**src/rtl/chan_word_collector_pkg.sv**
```systemverilog
// Shared configuration, FSM state type and FIFO entry layout for the
// per-channel serial word collector.
package chan_word_collector_pkg;

    localparam int NCH        = 4;
    localparam int WORD_W     = 8;
    localparam int FIFO_DEPTH = 4;

    localparam int CW   = $clog2(NCH);
    localparam int LW   = $clog2(WORD_W + 1);
    localparam int CNTW = $clog2(FIFO_DEPTH + 1);

    typedef enum logic [1:0] {
        IDLE,
        COLLECT,
        FLUSH
    } state_e;

    typedef struct packed {
        logic [CW-1:0]     ch;
        logic              partial;
        logic [LW-1:0]     len;
        logic [WORD_W-1:0] data;
    } fifo_entry_t;

endpackage

```
**src/rtl/chan_word_collector_fifo.sv**
```systemverilog
// Synchronous FIFO with combinational head read; a push into a full FIFO
// succeeds when a pop happens in the same cycle.
module cwc_fifo #(
    parameter int W     = 8,
    parameter int DEPTH = 4,
    localparam int AW   = $clog2(DEPTH),
    localparam int CNTW = $clog2(DEPTH + 1)
) (
    input  logic            clk,
    input  logic            rst,
    input  logic            push,
    input  logic [W-1:0]    wdata,
    input  logic            pop,
    output logic [W-1:0]    rdata,
    output logic            full,
    output logic            empty,
    output logic [CNTW-1:0] count
);

    logic [W-1:0]    mem_q [DEPTH];
    logic [AW-1:0]   wr_ptr_q, wr_ptr_d;
    logic [AW-1:0]   rd_ptr_q, rd_ptr_d;
    logic [CNTW-1:0] count_q, count_d;
    logic            do_push, do_pop;

    always_comb begin
        do_pop   = pop && (count_q != '0);
        do_push  = push && ((count_q != CNTW'(DEPTH)) || do_pop);
        wr_ptr_d = wr_ptr_q + AW'(do_push);
        rd_ptr_d = rd_ptr_q + AW'(do_pop);
        count_d  = count_q + CNTW'(do_push) - CNTW'(do_pop);
    end

    always_ff @(posedge clk or negedge rst) begin
        if (!rst) begin
            wr_ptr_q <= '0;
            rd_ptr_q <= '0;
            count_q  <= '0;
            for (int i = 0; i < DEPTH; i++) mem_q[i] <= '0;
        end else begin
            wr_ptr_q <= wr_ptr_d;
            rd_ptr_q <= rd_ptr_d;
            count_q  <= count_d;
            if (do_push) mem_q[wr_ptr_q] <= wdata;
        end
    end

    assign rdata = mem_q[rd_ptr_q];
    assign full  = (count_q == CNTW'(DEPTH));
    assign empty = (count_q == '0);
    assign count = count_q;

endmodule

```
**src/rtl/chan_word_collector.sv**
```systemverilog
// Rebuilds WORD_W-bit words per channel from a tagged serial bit stream and
// queues them (plus partial words flushed at frame end) in a shared FIFO.
module chan_word_collector
    import chan_word_collector_pkg::*;
(
    input  logic              clk,
    input  logic              rst,
    input  logic              ser_valid,
    input  logic [CW-1:0]     ser_ch,
    input  logic              ser_bit,
    input  logic              frame_done,
    output logic              out_valid,
    input  logic              out_ready,
    output logic [WORD_W-1:0] out_data,
    output logic [CW-1:0]     out_ch,
    output logic              out_partial,
    output logic [LW-1:0]     out_len,
    output logic [CNTW-1:0]   fifo_count,
    output logic              busy,
    output logic              overflow,
    output logic              proto_err,
    input  logic              clr_err
);

    state_e            state_q, state_d;
    logic [CW-1:0]     scan_q, scan_d;
    logic [WORD_W-1:0] sr_q   [NCH];
    logic [WORD_W-1:0] sr_d   [NCH];
    logic [LW-1:0]     fill_q [NCH];
    logic [LW-1:0]     fill_d [NCH];
    logic              overflow_q, overflow_d;
    logic              proto_err_q, proto_err_d;

    logic        push, pop, can_push, more, ovf_set, perr_set;
    logic        fifo_full, fifo_empty;
    fifo_entry_t push_entry, head;

    always_comb begin
        state_d    = state_q;
        scan_d     = scan_q;
        sr_d       = sr_q;
        fill_d     = fill_q;
        push       = 1'b0;
        push_entry = '0;
        ovf_set    = 1'b0;
        perr_set   = 1'b0;
        pop        = out_ready && !fifo_empty;
        can_push   = !fifo_full || pop;

        // Any non-empty channel left above the scan pointer keeps FLUSH alive.
        more = 1'b0;
        for (int i = 0; i < NCH; i++) begin
            if (i > int'(scan_q) && fill_q[i] != '0) more = 1'b1;
        end

        case (state_q)
            IDLE, COLLECT: begin
                if (ser_valid) begin
                    if (state_q == IDLE) state_d = COLLECT;
                    if (fill_q[ser_ch] == LW'(WORD_W - 1)) begin
                        sr_d[ser_ch]   = '0;
                        fill_d[ser_ch] = '0;
                        if (can_push) begin
                            push       = 1'b1;
                            push_entry = '{ch: ser_ch, partial: 1'b0, len: LW'(WORD_W),
                                           data: {sr_q[ser_ch][WORD_W-2:0], ser_bit}};
                        end else begin
                            ovf_set = 1'b1;
                        end
                    end else begin
                        sr_d[ser_ch]   = {sr_q[ser_ch][WORD_W-2:0], ser_bit};
                        fill_d[ser_ch] = fill_q[ser_ch] + LW'(1);
                    end
                end
                if (state_q == COLLECT && frame_done) begin
                    state_d = FLUSH;
                    scan_d  = '0;
                end
            end
            FLUSH: begin
                perr_set = ser_valid;
                if (fill_q[scan_q] == '0 || can_push) begin
                    if (fill_q[scan_q] != '0) begin
                        push           = 1'b1;
                        push_entry     = '{ch: scan_q, partial: 1'b1, len: fill_q[scan_q],
                                           data: sr_q[scan_q]};
                        sr_d[scan_q]   = '0;
                        fill_d[scan_q] = '0;
                    end
                    scan_d = scan_q + CW'(1);
                    if (!more) begin
                        state_d = IDLE;
                        scan_d  = '0;
                    end
                end
            end
            default: state_d = IDLE;
        endcase

        overflow_d  = ovf_set  || (overflow_q  && !clr_err);
        proto_err_d = perr_set || (proto_err_q && !clr_err);
    end

    always_ff @(posedge clk or negedge rst) begin
        if (!rst) begin
            state_q     <= IDLE;
            scan_q      <= '0;
            overflow_q  <= 1'b0;
            proto_err_q <= 1'b0;
            for (int i = 0; i < NCH; i++) begin
                sr_q[i]   <= '0;
                fill_q[i] <= '0;
            end
        end else begin
            state_q     <= state_d;
            scan_q      <= scan_d;
            overflow_q  <= overflow_d;
            proto_err_q <= proto_err_d;
            sr_q        <= sr_d;
            fill_q      <= fill_d;
        end
    end

    cwc_fifo #(
        .W     ($bits(fifo_entry_t)),
        .DEPTH (FIFO_DEPTH)
    ) u_fifo (
        .clk   (clk),
        .rst   (rst),
        .push  (push),
        .wdata (push_entry),
        .pop   (pop),
        .rdata (head),
        .full  (fifo_full),
        .empty (fifo_empty),
        .count (fifo_count)
    );

    assign out_valid   = !fifo_empty;
    assign out_data    = head.data;
    assign out_ch      = head.ch;
    assign out_partial = head.partial;
    assign out_len     = head.len;
    assign busy        = (state_q != IDLE);
    assign overflow    = overflow_q;
    assign proto_err   = proto_err_q;

endmodule

```
**config.mk**
```make
export PLATFORM = sky130hd
export DESIGN_NAME = chan_word_collector
export DESIGN_NICKNAME = d
export VERILOG_FILES = /design/src/rtl/chan_word_collector_pkg.sv /design/src/rtl/chan_word_collector_fifo.sv /design/src/rtl/chan_word_collector.sv
export SDC_FILE = /design/constraint.sdc
export NUM_CORES = 1
export LEC_CHECK = 0
export ABC_AREA = 1
export CORE_UTILIZATION = 25
export DETAILED_ROUTE_END_ITERATION = 12
export GPL_TIMING_DRIVEN = 1
export HOLD_SLACK_MARGIN = 0.03
export MAX_ROUTING_LAYER = met4
export PLACE_DENSITY = 0.38
export SLEW_MARGIN = 20
export SYNTH_ARGS = -nofsm -noshare
export SYNTH_HDL_FRONTEND = slang
export SYNTH_HIERARCHICAL = 1
export SYNTH_SLANG_ARGS = --single-unit
```
**constraint.sdc**
```tcl
create_clock -name clk -period 6.24 [get_ports clk]
set_input_delay 0.936 -clock clk [delete_from_list [all_inputs] [get_ports clk]]
set_output_delay 0.936 -clock clk [all_outputs]
set_load 0.05 [all_outputs]
```
==> results.yml, run 1 <==
finish:
  final_cell_count_no_fill: 1431
  post-route-util: 0.2992
  drive_gt1_frac: 0.06838
  area_delta_synth_final_pct: 16.91
  antennaDiodeCount: 0
  fill_cells: 3104
  final_nets: 1060
worst_setup_path:
  cp_slowest_stage_delay_ns: 0.72
  worstPathCellList: "clkdlybuf4s50_1, nand2_2, inv_1, nand2_1, nand3_1, ha_1, nand3_2, nor2_1, nand2_1, nand2_2, nand2_1, ha_1, inv_1, ha_1, inv_1, fa_1, xnor2_1"
  crit_path_start_kind: "primary input"
  path_class: "in -> reg"
  cp.required_ns: 6.56
  cpMaxStageDelayCell: "clkdlybuf4s50_1"
  end_kind: "register"
  crit_arrival_ns: 4.86
  crit_path_max_fanout: 26
timing:
  fmax_ghz: 0.2202
  setup_ws_ns: 1.700
  hold_viol: 0
  skew_ns: 0.01176
  timing.final.crit_period_ns: 4.540
  fin_tns_setup_ns: 0
  tightest_slew_ns: 1.105
  post-route-period-util: 0.7276
  max_slew_margin: 0.2602
  maxSlewViolCount: 0
  setup_viol: 0
  rsz0062_at_grt: "false"
synth:
  synth.top_cell.area_share: 0.4235
  syn-instance-count: 1034
  synth_seq_area_share: 0.4235
  yosys-top-cells-area: "dfrtp_1, nand2_1, o21ai_0"
  synth_area_um2: 7149
  synth_top_cell_by_area: "dfrtp_1"
  yosysWarnings: 6
  synth_nets: 1054
  ys_seq_elements: 121
  synth.distinct_cells: 32
  syn_avg_cell_area_um2: 6.914
drt:
  drt_iter0_markers: 458
  drc: 0
  dr.pass1.iters: 5
  wl_um: 24420
  vias_per_cell: 4.635
  via_count: 6632
  ant_nets: 0
  wl_per_cell_um: 17.06
place:
  placed_cells: 1399
  dpl.hpwl_um: 16420
  io_buffers: 30
  detailedPlace.worstSlack_ns: 1.283
  place_congestion: 0.8507
clock_network:
  root_buffer: "clkbuf_16"
  clkSlewWorstSetupHoldPaths_ns: 0.07
  cts_resized: 0
  numCtsBuffers: 17
  clk_path_buf_depth: 2
  hold_buffers: 0
  cts_setup_buffers: 0
  clock_latency_ns: 0.43
  cts-htree-levels: 4
  cts.sinks: 121
  cts_tree: "yes"
power:
  peakVddDrop_uv: 169.6
  p_per_area_nw_per_um2: 435.4
  p_comb_frac: 0.418
  intPower_mw: 1.978
  p_leak_nw: 4.140
  power_frac_clock: 0.294
  swShare: 0.4564
  sequentialPowerShare: 0.287
  p_switching_mw: 1.661
die:
  io-pin-count: 31
  start_util: 0.2559
  coreArea_um2: 27930
  num_rows: 61
  die_x_um: 171.1
  die-area_um2: 29280
  die_h_um: 171.1
global_route:
  grt_remaining_overflow: 0
  grt.total_usage: 0.1821
  grt_max_degree: 85
  grt_first_pass_wirelength_um: 38880
  grt_pass1_vias: 6730
  antenna_found_initial: 0
status:
  outcome: "finished clean"
min_path:
  hold_class: "reg -> reg"
job:
  maxCapViolCount: 0
per-stage QoR:
step           power (mW)  instance area [um2]  hold slack [ns]
2_1_floorplan       2.080                 7149           0.4366
3_3_place_gp        2.605                 7705           0.4486
3_5_place_dp        2.604                 7735           0.4536
4_1_cts             3.692                 8358           0.4692
5_1_grt             3.869                 8358           0.4897
6_report            3.639                 8358           0.4654
logic make-up (layout without fill, tap and decap cells):
logic type	count (synthesis)	in the layout	share of synthesized area
simple gates	643	643	0.3782
xor+xnor	4	4	0.004901
compound gates	125	125	0.09416
buf+inv	130	149	0.07893
fa+ha+maj	11	11	0.02030
flops	121	121	0.4235
placed cells by master, fill, tap and decap left out:
cell | synthesis | final
a21oi_1 | 16 | 16
a31o_2 | 1 | 1
buf_4 | 5 | 11
buf_6 | 3 | 1
bufinv_16 | 0 | 3
clkbuf_16 | 0 | 17
clkbuf_8 | 0 | 1
clkdlybuf4s50_1 | 0 | 29
clkinv_1 | 1 | 1
clkinvlp_4 | 0 | 4
dfrtp_1 | 121 | 121
fa_1 | 1 | 1
ha_1 | 10 | 10
inv_1 | 67 | 67
inv_2 | 8 | 8
inv_6 | 0 | 6
inv_8 | 0 | 1
nand2_1 | 451 | 450
nand2_2 | 3 | 4
nand3_1 | 25 | 24
nand3_2 | 5 | 6
nand4_1 | 61 | 61
nor2_1 | 80 | 80
nor2_2 | 2 | 2
nor2_4 | 5 | 5
nor3_1 | 2 | 2
nor4_1 | 7 | 7
o211ai_1 | 5 | 5
o21ai_0 | 81 | 81
o21ai_1 | 1 | 1
o22ai_1 | 18 | 18
o31ai_1 | 2 | 2
o32ai_1 | 1 | 1
or2_2 | 2 | 2
xnor2_1 | 2 | 2
xor2_1 | 2 | 2
metal layers:
layer / vias to the layer above / wire length [um] / track usage / part of all wire
met5: - / 0 / - / 0
met4: 0 / 475 / 0.06134 / 0.019
met3: 27 / 774 / 0.03238 / 0.032
met2: 112 / 11850 / 0.2969 / 0.49
met1: 3146 / 11320 / 0.2266 / 0.46
li1: 3347 / - / - / -
registers in the layout, summed over array words and instances, names as in the netlist:
| signal | cells |
|---|---|
| fill_q | 16 |
| overflow | 1 |
| proto_err | 1 |
| scan_q | 2 |
| sr_q | 32 |
| state_q | 2 |
| u_fifo/count | 3 |
| u_fifo/mem_q | 60 |
| u_fifo/rd_ptr_q | 2 |
| u_fifo/wr_ptr_q | 2 |
power by group through the flow:
stage / sequential (mW) / clock (mW) / combinational, mW
after global routing: 1.06 / 1.13 / 1.68
after CTS: 1.05 / 1.10 / 1.55
final: 1.04 / 1.07 / 1.52
after floorplan: 1.05 / 0 / 1.03
after global placement: 1.06 / 0 / 1.54
after detailed placement: 1.06 / 0 / 1.55
final cells by class:
| class | instances | area (um2) | share of cell area |
|---|---|---|---|
| Multi-Input combinational cell | 783 | 3565 | 0.4265 |
| Sequential cell | 121 | 3028 | 0.3623 |
| Tap cell | 378 | 473.0 | 0.05659 |
| Clock buffer | 18 | 439.2 | 0.05254 |
| Timing Repair Buffer | 41 | 384.1 | 0.04596 |
| Inverter | 76 | 285.3 | 0.03413 |
| Clock inverter | 14 | 183.9 | 0.02201 |
critical path: cells and delay by family:
family                   cells  cell delay, ns
XOR/XNOR                     1            0.14
adder cells (fa/ha/maj)      4            1.10
buffers and inverters        4            1.00
AND/OR/NAND/NOR              8            1.65
path summary, 6_finish.rpt:
check	from	slack (ns)	cells past startpoint	end
max	ser_ch[0]	1.70	17	u_fifo/count[2]
min	u_fifo/mem_q[29]	0.47	2	u_fifo/mem_q[29]
max reg2reg	scan_q[1]	2.21	13	u_fifo/count[2]
min reg2reg	u_fifo/mem_q[29]	0.47	2	u_fifo/mem_q[29]
max in group asynchronous	rst	4.60	2	sr_q[24]
min in group asynchronous	rst	0.59	1	u_fifo/mem_q[19]
Yosys cell counts:
cell / n
a21oi_1: 16
a31o_2: 1
buf_1: 5
buf_2: 28
buf_4: 5
buf_6: 3
clkbuf_1: 13
clkinv_1: 1
dfrtp_1: 121
fa_1: 1
ha_1: 10
inv_1: 67
inv_2: 8
nand2_1: 451
nand2_2: 3
nand3_1: 25
nand3_2: 5
nand4_1: 61
nor2_1: 80
nor2_2: 2
nor2_4: 5
nor3_1: 2
nor4_1: 7
o211ai_1: 5
o21ai_0: 81
o21ai_1: 1
o22ai_1: 18
o31ai_1: 2
o32ai_1: 1
or2_2: 2
xnor2_1: 2
xor2_1: 2
No activity file was read; power rests on OpenSTA's default activity.
==> inputs of run 2 (changes only) <==
Clock period 6.24 ns to 4.5 ns, I/O delays scaled along.
==> run 2 against run 1 <==
Sequential share of layout area shrank 0.25 points. Sequential power up 38%. Routed wire length shrank 0.91%. Sequential cell count is the same. Cell count is 0.84% higher. Critical endpoint is now u_fifo/mem_q[0]. Largest cell class unchanged.
==> results.yml, run 2 (synthesis results as in run 1) <==
power:
  peakVddDrop_uv: 240.8
  p_leak_nw: 4.185
  power_mw: 4.983
  p_per_area_nw_per_um2: 592.1
place:
  placed_area_um2: 7821
  dpl.hpwl_um: 16460
  place_congestion: 0.7916
  io_buffers: 30
finish:
  final_cell_mix: "nand2_1, dfrtp_1, o21ai_0, nor2_1, inv_1"
  antennaDiodeCount: 0
  finalInstanceArea_um2: 8416
  fill_cells: 3160
  reg_top3: "u_fifo/mem_q x60, sr_q x32, fill_q x16"
  regMostFlops: "u_fifo/mem_q"
  final_nets: 1072
  largest_register_ffs: 60
  layout_commonest_cell: "nand2_1"
  area_delta_synth_final_pct: 17.71
  drive_gt1_frac: 0.07793
worst_setup_path:
  crit_family: "buffers and inverters"
  cp.required_ns: 4.82
  path_class: "reg -> reg"
  cpMaxStageDelayCell: "dfrtp_1"
  worstPathCellList: "inv_1, nand3_1, nand2_1, nand2_1, o21ai_1, clkinv_1, nand2_1, o21ai_0, nand4_1, nand2_1"
  end_kind: "register"
  crit_arrival_ns: 3.79
  cp_num_buf_inv: 2
  crit_path_max_fanout: 17
  cp_slowest_stage_delay_ns: 0.59
  cp_common_cell: "nand2_1"
  crit_path_start_kind: "register"
global_route:
  grt_remaining_overflow: 0
  antenna_found_initial: 0
  grt_max_degree: 87
  grt.total_usage: 0.1840
  grt_first_pass_wirelength_um: 39480
  grt_pass1_vias: 6814
timing:
  tightest_slew_ns: 1.142
  hold_viol: 0
  skew_ns: 0.01358
  timing.final.crit_period_ns: 3.472
  max_slew_margin: 0.2357
  maxSlewViolCount: 0
  fin_tns_setup_ns: 0
  post-route-period-util: 0.7716
  rsz0062_at_grt: "false"
  fmax_ghz: 0.2880
  setup_viol: 0
drt:
  wl_per_cell_um: 16.77
  drc: 0
  dr.pass1.iters: 7
  drt_iter0_markers: 412
  vias_per_cell: 4.624
  via_count: 6672
  ant_nets: 0
  wl_um: 24200
clock_network:
  cts_resized: 0
  cts.sinks: 121
  cts-htree-levels: 4
  cts_tree: "yes"
  clock_latency_ns: 0.43
  cts_setup_buffers: 0
  clkSlewWorstSetupHoldPaths_ns: 0.07
  numCtsBuffers: 17
  root_buffer: "clkbuf_16"
  clk_path_buf_depth: 2
  hold_buffers: 0
status:
  outcome: "finished clean"
die:
  die_x_um: 171.1
  num_rows: 61
  coreArea_um2: 27930
  die-area_um2: 29280
  die_h_um: 171.1
  io-pin-count: 31
  start_util: 0.2559
job:
  maxCapViolCount: 0
min_path:
  hold_class: "in -> async"
-- run 2: cell count changes in the layout (fill, tap and decap cells not counted), sizes merged --
cell,before,now
inv,82,83
buf,12,24
clkinvlp,4,3
clkinv,1,2
bufinv,3,2
-- run 2: worst paths after layout --
path	start	end	slack [ns]	depth (start not counted)
min in group clk	u_fifo/mem_q[29]	u_fifo/mem_q[29]	0.47	2
min reg2reg	u_fifo/mem_q[29]	u_fifo/mem_q[29]	0.47	2
min	rst	u_fifo/mem_q[51]	0.33	1
max reg2reg	scan_q[1]	u_fifo/mem_q[0]	1.03	10
max in group asynchronous	rst	u_fifo/mem_q[46]	3.13	2
max	scan_q[1]	u_fifo/mem_q[0]	1.03	10
-- run 2: final cells by class --
class / instances / area, um2 / share of cell area
Tap cell: 378 / 473.0 / 0.05620
Clock inverter: 14 / 157.7 / 0.01873
Timing Repair Buffer: 53 / 478.0 / 0.05679
Multi-Input combinational cell: 783 / 3565 / 0.4236
Sequential cell: 121 / 3028 / 0.3598
Inverter: 76 / 285.3 / 0.03390
Clock buffer: 18 / 429.2 / 0.05100
-- run 2: metal layers --
layer / part of all wire / up-vias / GRT usage / routed length (um)
li1: - / 3385 / - / -
met2: 0.48 / 99 / 0.3042 / 11600
met4: 0.022 / 0 / 0.05590 / 525
met1: 0.47 / 3162 / 0.2313 / 11420
met5: 0 / - / - / 0
met3: 0.027 / 26 / 0.02683 / 656
-- run 2: power breakdown --
part | internal [mW] | switching (mW) | total [mW]
clock | 0.829 | 0.574 | 1.40
sequential | 1.25 | 0.191 | 1.44
combinational | 0.619 | 1.52 | 2.14
-- run 2: through the flow --
stage	instances	utilization	worst slack, ns	hold WS [ns]
2_1_floorplan	1034	-	0.7168	0.3794
3_3_place_gp	1409	0.2796	0.7654	0.4526
3_5_place_dp	1410	0.2800	0.7296	0.4544
4_1_cts	1442	0.3010	0.9937	0.3759
5_1_grt	1443	0.3013	0.6927	0.3894
6_report	1443	0.3013	1.028	0.3295
==> inputs of run 3 (changes only) <==
Clock period 4.5 ns to 3.4 ns, I/O delays scaled along.
==> run 3 against run 2 <==
Routed wire length increased by 1.6%. Global-route usage barely moved. Critical path depth up 4. Combinational power grew 33%. Core utilization up 0.92 points. Count of clock-buffer cells in the layout shrank 1. Sequential cell count unchanged. Hold slack got worse by 0.23 ns. Critical endpoint is now sr_q[28].
==> results.yml, run 3 (synthesis results as in run 1) <==
status:
  outcome: "finished clean"
die:
  die_h_um: 171.1
  num_rows: 61
  die_x_um: 171.1
  start_util: 0.2559
  io-pin-count: 31
  coreArea_um2: 27930
  die-area_um2: 29280
worst_setup_path:
  r2r_cells: 12
  cp_common_cell: "nand2_1"
  crit_arrival_ns: 3.23
  cpMaxStageDelayCell: "nor2_1"
  end_kind: "register"
  crit_family: "simple AND/OR/NAND/NOR gates"
  worstReg2RegStart: "scan_q[0]"
  path_class: "in -> reg"
  cp_num_buf_inv: 3
  crit_path_max_fanout: 21
  cp-endpoint: "sr_q[28]"
  cp.required_ns: 3.76
  r2r-end: "u_fifo/mem_q[51]"
  crit_path_start_kind: "primary input"
  cp_slowest_stage_delay_ns: 0.76
  worstPathCellList: "clkdlybuf4s50_1, buf_4, nand2_1, o21ai_0, nand2_1, nand2_1, ha_1, nand3_2, buf_4, nand3_1, nand2_1, nor2_1, nand2_1, nand2_1"
  cp-startpoint: "ser_ch[0]"
  crit_cells: 14
  rrSetupSlack_ns: 0.55
timing:
  setup_viol: 0
  fmax_ghz: 0.3484
  fin_tns_setup_ns: 0
  maxSlewViolCount: 0
  post-route-period-util: 0.8442
  timing.hold.ws_ns: 0.1020
  tightest_slew_ns: 1.018
  skew_ns: 0.008220
  hold_viol: 0
  max_slew_margin: 0.3188
  rsz0062_at_grt: "false"
  timing.final.crit_period_ns: 2.870
job:
  maxCapViolCount: 0
clock_network:
  clk_path_buf_depth: 2
  numCtsBuffers: 17
  clock_latency_ns: 0.43
  cts_tree: "yes"
  cts_setup_buffers: 0
  cts-htree-levels: 4
  root_buffer: "clkbuf_16"
  cts_resized: 0
  cts.sinks: 121
  hold_buffers: 0
  clkSlewWorstSetupHoldPaths_ns: 0.06
place:
  io_buffers: 30
  place_congestion: 0.8108
  dpl.hpwl_um: 17080
global_route:
  grt_remaining_overflow: 0
  grt.total_usage: 0.1841
  grt_first_pass_wirelength_um: 39320
  antenna_found_initial: 0
  grt_max_degree: 65
  grt_pass1_vias: 6837
finish:
  final_cell_mix: "nand2_1, dfrtp_1, o21ai_0, nor2_1, inv_1"
  area_delta_synth_final_pct: 21.32
  regMostFlops: "u_fifo/mem_q"
  largest_register_ffs: 60
  layout_commonest_cell: "nand2_1"
  reg_top3: "u_fifo/mem_q x60, sr_q x32, fill_q x16"
  antennaDiodeCount: 0
  final_nets: 1100
  drive_gt1_frac: 0.1171
  fill_cells: 3083
drt:
  wl_um: 24590
  via_count: 6718
  vias_per_cell: 4.567
  dr.pass1.iters: 5
  wl_per_cell_um: 16.72
  drt_iter0_markers: 482
  drc: 0
  ant_nets: 0
power:
  p_per_area_nw_per_um2: 789.9
  peakVddDrop_uv: 344.8
  p_leak_nw: 4.385
min_path:
  hold_class: "in -> async"
## run 3: how the worst min path moves through the flow
stage	depth (start not counted)	to	startpoint
finish	1	u_fifo/mem_q[6]	rst
CTS	1	u_fifo/mem_q[6]	rst
global placement	2	u_fifo/mem_q[23]	u_fifo/mem_q[23]
floorplan	0	fill_q[0]	rst
global route	1	u_fifo/mem_q[6]	rst
detailed placement	2	u_fifo/mem_q[34]	u_fifo/mem_q[34]
## run 3: power breakdown
group | switching, mW | internal, mW | leakage [nW]
Sequential | 0.275 | 1.65 | 1.66
Clock | 0.756 | 1.32 | 0.321
Combinational | 2.03 | 0.824 | 2.40
Total | 3.06 | 3.79 | 4.38
## run 3: routing by layer
layer	share of wire	vias up	track usage
met4	0.012	0	0.04658
li1	-	3433	-
met2	0.49	80	0.3123
met5	0	-	-
met3	0.021	14	0.02660
met1	0.47	3191	0.2286
## run 3: area by class of cell
cell class,instances,area [um2],area share
clock buffers,17,425.4,0.04905
clock inverters,15,235.2,0.02712
inverters,76,285.3,0.03289
multi-input cells,783,3567,0.4113
flip-flops and latches,121,3028,0.3491
well taps,378,473.0,0.05453
repair buffers,81,659.4,0.07602
## run 3: metrics by stage
step                cell area, um2  total power [mW]  utilization  instances  setup slack, ns
floorplan                     7153             3.819            -       1034         0.007168
global placement              8013             4.861       0.2868       1439          0.08626
detailed placement            8013             4.852       0.2868       1439          0.09019
CTS                           8673             6.955       0.3105       1471           0.5355
global route                  8673             7.305       0.3105       1471           0.2449
finish                        8673             6.851       0.3105       1471           0.5298
